`src/rtl/fetch_if.sv`:
```
// Fetch-stage bundle: instruction ROM port, decode handshake and control from execute.
interface fetch_if #(
  parameter int unsigned PC_W = 16
);
  localparam int unsigned INSTR_W = 16;

  logic               imem_en;
  logic [PC_W-1:0]    imem_addr;
  logic [INSTR_W-1:0] imem_rdata;
  logic               instr_valid;
  logic               instr_ready;
  logic [INSTR_W-1:0] instr;
  logic [PC_W-1:0]    instr_pc;
  logic               redirect;
  logic [PC_W-1:0]    redirect_pc;
  logic               halt;

  // Fetch unit side
  modport master (
    output imem_en, imem_addr, instr_valid, instr, instr_pc,
    input  imem_rdata, instr_ready, redirect, redirect_pc, halt
  );

  // Environment side: ROM, decode and execute
  modport slave (
    input  imem_en, imem_addr, instr_valid, instr, instr_pc,
    output imem_rdata, instr_ready, redirect, redirect_pc, halt
  );
endinterface

```
`src/rtl/fetch_unit.sv`:
```
// Instruction fetch: owns the PC, reads the synchronous ROM, buffers words in a
// small prefetch FIFO and presents {instr, instr_pc} to decode. Redirects flush
// the FIFO and toggle an epoch bit so the stale ROM response is dropped.
module fetch_unit #(
  parameter int unsigned     PC_W     = 16,
  parameter logic [PC_W-1:0] RESET_PC = '0,
  parameter int unsigned     QDEPTH   = 2
) (
  input  logic     clk,
  input  logic     rst,
  fetch_if.master  bus
);

  localparam int unsigned INSTR_W = 16;
  localparam int unsigned PTR_W   = (QDEPTH > 1) ? $clog2(QDEPTH) : 1;
  localparam int unsigned CNT_W   = $clog2(QDEPTH + 1);
  localparam int unsigned OCC_W   = CNT_W + 1;
  localparam logic [OCC_W-1:0] QDEPTH_OCC = OCC_W'(QDEPTH);

  typedef struct packed {
    logic [INSTR_W-1:0] instr;
    logic [PC_W-1:0]    pc;
  } q_entry_t;

  logic [PC_W-1:0]  fetch_pc_q, fetch_pc_d;
  q_entry_t         mem_q [QDEPTH];
  q_entry_t         mem_d [QDEPTH];
  logic [PTR_W-1:0] head_q, head_d;
  logic [PTR_W-1:0] tail_q, tail_d;
  logic [CNT_W-1:0] count_q, count_d;
  logic             inflight_q, inflight_d;
  logic [PC_W-1:0]  inflight_pc_q, inflight_pc_d;
  logic             inflight_epoch_q, inflight_epoch_d;
  logic             epoch_q, epoch_d;

  logic             q_valid;
  logic             pop;
  logic             push;
  logic             issue;
  logic [OCC_W-1:0] occ;

  // Handshake and issue decisions for this cycle
  always_comb begin
    q_valid = (count_q != '0);
    pop     = q_valid & bus.instr_ready;
    push    = inflight_q & (inflight_epoch_q == epoch_q) & ~bus.redirect;
    // Occupancy after this cycle's pop, counting the read already in flight
    occ     = {1'b0, count_q} + OCC_W'(inflight_q) - OCC_W'(pop);
    issue   = ~rst & ~bus.redirect & ~bus.halt & (occ < QDEPTH_OCC);
  end

  // Next-state: issue, FIFO push/pop, redirect flush
  always_comb begin
    fetch_pc_d       = fetch_pc_q;
    mem_d            = mem_q;
    head_d           = head_q;
    tail_d           = tail_q;
    count_d          = count_q;
    inflight_d       = 1'b0;
    inflight_pc_d    = inflight_pc_q;
    inflight_epoch_d = inflight_epoch_q;
    epoch_d          = epoch_q;

    if (issue) begin
      inflight_d       = 1'b1;
      inflight_pc_d    = fetch_pc_q;
      inflight_epoch_d = epoch_q;
      fetch_pc_d       = fetch_pc_q + PC_W'(1);
    end

    if (bus.redirect) begin
      count_d    = '0;
      head_d     = '0;
      tail_d     = '0;
      epoch_d    = ~epoch_q;
      fetch_pc_d = bus.redirect_pc;
    end else begin
      if (push) begin
        mem_d[tail_q] = '{instr: bus.imem_rdata, pc: inflight_pc_q};
        tail_d        = tail_q + PTR_W'(1);
      end
      if (pop) begin
        head_d = head_q + PTR_W'(1);
      end
      count_d = count_q + CNT_W'(push) - CNT_W'(pop);
    end
  end

  // State registers with synchronous reset
  always_ff @(posedge clk) begin
    if (rst) begin
      fetch_pc_q       <= RESET_PC;
      head_q           <= '0;
      tail_q           <= '0;
      count_q          <= '0;
      inflight_q       <= 1'b0;
      inflight_pc_q    <= '0;
      inflight_epoch_q <= 1'b0;
      epoch_q          <= 1'b0;
      for (int i = 0; i < int'(QDEPTH); i++) begin
        mem_q[i] <= '0;
      end
    end else begin
      fetch_pc_q       <= fetch_pc_d;
      head_q           <= head_d;
      tail_q           <= tail_d;
      count_q          <= count_d;
      inflight_q       <= inflight_d;
      inflight_pc_q    <= inflight_pc_d;
      inflight_epoch_q <= inflight_epoch_d;
      epoch_q          <= epoch_d;
      for (int i = 0; i < int'(QDEPTH); i++) begin
        mem_q[i] <= mem_d[i];
      end
    end
  end

  // ROM strobe and decode-facing outputs
  assign bus.imem_en     = issue;
  assign bus.imem_addr   = fetch_pc_q;
  assign bus.instr_valid = q_valid;
  assign bus.instr       = mem_q[head_q].instr;
  assign bus.instr_pc    = mem_q[head_q].pc;

endmodule

```
`src/flat_wrapper.sv`:
```
// flat-port wrapper written by rule: the top's interface ports become plain ports
module fetch_unit_flat 
#(
  parameter int unsigned     PC_W     = 16,
  parameter logic [PC_W-1:0] RESET_PC = '0,
  parameter int unsigned     QDEPTH   = 2
)
  (clk, rst, bus_imem_en, bus_imem_addr, bus_instr_valid, bus_instr, bus_instr_pc, bus_imem_rdata, bus_instr_ready, bus_redirect, bus_redirect_pc, bus_halt);
  fetch_if #(.PC_W(PC_W)) bus_i ();
  input  logic clk;
  input  logic rst;
  output wire logic [$bits(bus_i.imem_en)-1:0] bus_imem_en;
  output wire logic [$bits(bus_i.imem_addr)-1:0] bus_imem_addr;
  output wire logic [$bits(bus_i.instr_valid)-1:0] bus_instr_valid;
  output wire logic [$bits(bus_i.instr)-1:0] bus_instr;
  output wire logic [$bits(bus_i.instr_pc)-1:0] bus_instr_pc;
  input wire logic [$bits(bus_i.imem_rdata)-1:0] bus_imem_rdata;
  input wire logic [$bits(bus_i.instr_ready)-1:0] bus_instr_ready;
  input wire logic [$bits(bus_i.redirect)-1:0] bus_redirect;
  input wire logic [$bits(bus_i.redirect_pc)-1:0] bus_redirect_pc;
  input wire logic [$bits(bus_i.halt)-1:0] bus_halt;
  assign bus_imem_en = bus_i.imem_en;
  assign bus_imem_addr = bus_i.imem_addr;
  assign bus_instr_valid = bus_i.instr_valid;
  assign bus_instr = bus_i.instr;
  assign bus_instr_pc = bus_i.instr_pc;
  assign bus_i.imem_rdata = bus_imem_rdata;
  assign bus_i.instr_ready = bus_instr_ready;
  assign bus_i.redirect = bus_redirect;
  assign bus_i.redirect_pc = bus_redirect_pc;
  assign bus_i.halt = bus_halt;
  fetch_unit #(.PC_W(PC_W), .RESET_PC(RESET_PC), .QDEPTH(QDEPTH)) u_core (.clk(clk), .rst(rst), .bus(bus_i));
endmodule
```
`config.mk`:
```
export PLATFORM = sky130hd
export DESIGN_NAME = fetch_unit_flat
export DESIGN_NICKNAME = d
export VERILOG_FILES = /design/src/rtl/fetch_if.sv /design/src/rtl/fetch_unit.sv /design/src/flat_wrapper.sv
export SDC_FILE = /design/constraint.sdc
export NUM_CORES = 1
export LEC_CHECK = 0
export BUFFER_PORTS_ARGS = -buffer_cell sky130_fd_sc_hd__buf_2
export CAP_MARGIN = 40
export CORE_ASPECT_RATIO = 2
export CORE_MARGIN = 3
export CORE_UTILIZATION = 46
export CTS_CLUSTER_SIZE = 25
export DETAILED_ROUTE_END_ITERATION = 16
export MAX_ROUTING_LAYER = met4
export PLACE_DENSITY = 0.7
export SLEW_MARGIN = 15
export SYNTH_ARGS = -nofsm -noshare
export SYNTH_HDL_FRONTEND = slang
export SYNTH_SLANG_ARGS = --single-unit
```
`constraint.sdc`:
```
create_clock -name clk -period 8.51 [get_ports clk]
set_clock_uncertainty 0.2 [all_clocks]
set_input_delay 2.1275 -clock clk [delete_from_list [all_inputs] [get_ports clk]]
set_output_delay 2.1275 -clock clk [all_outputs]
set_load 0.01 [all_outputs]
```
; ---- Yosys cells after proc, flatten, opt, wreduce, memory -nomap -nowiden
; Index checks and enable logic that the tools add are counted.
[totals]
register_bits = 103
input_bits = 37
wordCells = 50
[op_classes]
add_sub_neg = 7
n_lt_le_gt_ge = 4
eq_ne = 1
muxes = 9
n_bitwise = 12
n_reduce_logical = 5
[ops]
columns = operator, n
row1 = $mux W32, 4
row2 = $bwmux W64, 1
row3 = $demux W32 S1, 1
row4 = $mux W16, 2
row5 = $add A16 B1 Y16 const B, 1
row6 = $and A1 B1 Y1, 6
row7 = $ge A2 B2 Y1 const B, 2
row8 = $not A1 Y1, 4
row9 = $not A1 Y2, 2
row10 = $reduce_bool A2 Y1, 2
row11 = $add A2 B1 Y3, 1
row12 = $lt A3 B2 Y1 const B, 1
row13 = $sub A3 B1 Y3, 1
row14 = $add A1 B1 Y1 const B, 2
row15 = $add A2 B1 Y2, 1
row16 = $lt A2 B1 Y1 const B, 1
row17 = $reduce_and A2 Y1, 1
row18 = $reduce_or A2 Y1, 1
row19 = $sub A2 B1 Y2, 1
row20 = $eq A1 B1 Y1, 1
row21 = $logic_and A1 B1 Y1, 1
row22 = $mux W1, 1

; ---- Depth between registers and ports, before layout
[depth]
depth_word = 7
ltp_mapped = 12
ltp_nobuf = 11

; ---- Worst setup path after synthesis
; No wires, ideal clock.
[synth_timing]
path_kind = input port to output port
start = in bus_instr_ready
end = out bus_imem_en
t_arrival_ns = 4.186
t_required_ns = 6.182
path_slack_ns = 1.997
path_stages = 9
path_cell_list = and2_1 ha_1 inv_1 nand2_1 fa_1 or4b_4 or2_4 clkinv_1 buf_2
[synth_via]
elab_chain_len = 4
[synth_lines]
columns = element, line_no
row1 = start: declaration, flat_wrapper.sv:18  ; input wire logic [$bits(bus_i.instr_ready)-1:0] bus_instr_ready;
row2 = $and A1 B1 Y1, fetch_unit.sv:45  ; pop = q_valid & bus.instr_ready;
row3 = $sub A3 B1 Y3, fetch_unit.sv:48  ; occ = {1'b0, count_q} + OCC_W'(inflight_q) - OCC_W'(pop);
row4 = $lt A3 B2 Y1, fetch_unit.sv:49  ; issue = ~rst & ~bus.redirect & ~bus.halt & (occ < QDEPTH_OCC);
row5 = $and A1 B1 Y1, fetch_unit.sv:49
row6 = end: declaration, flat_wrapper.sv:12  ; output wire logic [$bits(bus_i.imem_en)-1:0] bus_imem_en;
; Every way passes these cells.

; ---- Final worst setup path
[layout_timing]
start = in bus_instr_ready
end = out bus_imem_en
[layout_via]
elab_chain_len = 4
[layout_lines]
columns = element, line_no
row1 = $and A1 B1 Y1, fetch_unit.sv:45
row2 = named net u_core.pop, fetch_unit.sv:37  ; logic pop;
row3 = $sub A3 B1 Y3, fetch_unit.sv:48
row4 = $lt A3 B2 Y1, fetch_unit.sv:49
row5 = $and A1 B1 Y1, fetch_unit.sv:49
; The timed path passes the listed nets, and every way through them passes these cells.

==> metrics.cfg <==
[finish]
seq_area_um2 = 2060
multi_input_area_um2 = 2230
drive_gt1_share_pct = 25.0
final_cell_mix = nand2_1 (114), dfxtp_1 (102), buf_2 (85)
final_common_cell = nand2_1
n_fill_cell = 873
areaGrowthSynthToFinish_pct = 18.3
n_antenna_cell = 0
nNetsFinal = 625

[status]
status = finished, final reports clean

[synthesis]
ys_warn_count = 0
ys_types = 45
syn_area_um2 = 4500
syn_nets = 560
synth_ff_type = dfxtp_1
synth-edff-count = 0
syn_avg_cell_area_um2 = 8.69
synthCells = 518
synth-seq-area-share_pct = 45.8
ys_seq_elements = 103
async_flop_share_pct = 0

[timing]
period_needed_ns = 6.78
drv_slew = 0
finalSetupTns_ns = 0
period_share_pct = 79.6
hold_viol = 0
fmax_mhz = 148
slew_headroom_pct = 66.5
finalSetupViolCount = 0
tightest_slew_ns = 0.499
rsz0062_at_grt = false
setup_slack_ns = 1.73

[setup_path]
cp-start-kind = input pin
crit_path_start = bus_instr_ready
r2r-end = u_core.bus.imem_addr[7]$_SDFFE_PP0P_
ff2ff_path_depth = 10
cp.arrival_ns = 4.45
worst-endpoint-required_ns = 6.18
ff2ff_setup_slack_ns = 4.82
path_max_fanout = 40
r2r-start = u_core.count_q[1]$_SDFF_PP0_
worst-setup-path-type = input pin to output pin
end_kind = output pin

[place]
gp_congestion = 0.816
portBuffers = 86
hpwlAfterDp_um = 7240
preCtsSetupSlack_ns = 1.74

[pwr]
peakVddDrop_mv = 0.104
powerDensity_nw_per_um2 = 183
cellLeakagePower_nw = 2.06

[clock_tree]
cts_buffers = 9
ctsHoldBuffers = 0
post_cts_resized = 0
cts-root-buf = clkbuf_16
clock_sinks = 103
clk_path_buf_depth = 2
clock_latency_ns = 0.34
cts_tree = built
htreeDepth = 3
clk_pin_slew_ns = 0.06
post_cts_buffers = 0

[worst_hold_path]
whs_path_depth = 2
hold_class = register to register
holdCritStartpoint = u_core.mem_q[13]$_SDFFE_PP0P_
holdPathEnd = u_core.mem_q[13]$_SDFFE_PP0P_

[global_route]
antenna_found_initial = 0
grt.total_usage_pct = 20.0
grt_max_degree = 83
grt_overflow = 0
grt_pass1_vias = 3724
grt_pass1_wl_um = 17800

[floorplan]
initial_core_util_pct = 47.7
die_h_um = 146
io_pins = 87
die-area_um2 = 11100
num_rows = 50
die-width_um = 76.0
core_area_um2 = 9450

[route]
wl_um = 10600
drt_iter0_markers = 152
drt_first_pass_iters = 4
vias_per_cell = 5.32
drc = 0
antenna_left = 0
vias = 3817
wl_per_cell_um = 14.8

[job]
drv_cap = 0

## stage by stage
stage / utilization, % / area, µm² / hold slack (ns) / cells / total power [mW]
5_1_grt: 56.4 / 5330 / 0.273 / 717 / 1.02
3_3_place_gp: 52.5 / 4960 / 0.238 / 699 / 0.575
6_report: 56.4 / 5330 / 0.251 / 717 / 0.975
3_5_place_dp: 53.2 / 5030 / 0.243 / 702 / 0.579
4_1_cts: 56.4 / 5330 / 0.253 / 717 / 0.986
2_1_floorplan: - / 4500 / 0.233 / 518 / 0.551
## routing by layer
| layer | part of all wire (%) | routed length (µm) | track usage (%) | vias to the layer above |
|---|---|---|---|---|
| li1 | - | - | - | 1901 |
| met2 | 53 | 5640 | 35.1 | 113 |
| met5 | 0 | 0 | - | - |
| met3 | 4.2 | 446 | 3.47 | 23 |
| met4 | 3.0 | 322 | 9.44 | 0 |
| met1 | 40 | 4210 | 21.8 | 1780 |
## worst max path at each step
stage                        endpoint  cells after the start
after floorplan           bus_imem_en                      9
after global placement    bus_imem_en                     10
after detailed placement  bus_imem_en                     10
after CTS                 bus_imem_en                     10
after global routing      bus_imem_en                     10
final                     bus_imem_en                     10
## area by class of cell
class,instances,share of cell area [%]
clock buffers,12,4.82
clock inverters,3,0.799
inverters,13,0.916
multi-input cells,364,41.8
flip-flops and latches,103,38.7
well taps,130,3.05
repair buffers,92,9.82
## report_power, final
group | internal (mW) | total [mW] | switching [mW]
Clock | 0.242 | 0.407 | 0.165
Sequential | 0.491 | 0.503 | 0.0116
Combinational | 0.0279 | 0.0647 | 0.0368
## state kept, by name, indices dropped and copies added, names as in the netlist
signal,flops
u_core.inflight_epoch_q,1
u_core.mem_q,64
u_core.tail_q,1
u_core.epoch_q,1
u_core.inflight_q,1
u_core.inflight_pc_q,16
u_core.count_q,2
u_core.bus.imem_addr,16
u_core.head_q,1
## cells in the mapped netlist (3+ instances only)
library cell    n  area (µm²)
a21oi_1        54         270
a31oi_1         8        50.1
and2_1          9        56.3
buf_2           6        30.0
clkbuf_1       30         113
dfxtp_1       103        2060
ha_1            4        50.1
inv_1          11        41.3
mux2_2         32         360
mux2i_1        32         320
nand2_1       114         428
nand3_1         6        30.0
nand3b_1        3        22.5
nand4_1         6        37.5
nor2_1         37         139
nor3_1          6        30.0
o211ai_1       11        82.6
or3_1           4        25.0
or4_1           6        45.0
xnor2_1         5        43.8
## worst max-delay path: stages
cell and delay (ns):
buf_2 0.09, and2_1 0.15, ha_1 0.31, inv_1 0.08, nand2_1 0.06, fa_1 0.49, or4b_4 0.48, or2_4 0.41
clkinv_1 0.10, buf_2 0.13
## logic make-up (layout without fill, tap and decap cells)
kind of cell    Yosys count  count (layout)  share of synthesized area (%)
xor+xnor                  6               6                           1.17
buf+inv                  51             120                           4.75
simple gates            204             204                           20.3
compound gates           85              85                           11.3
fa+ha+maj                 5               5                           1.56
flops                   103             103                           45.8
mux                      64              64                           15.1
(Power assumes the default switching activity.)
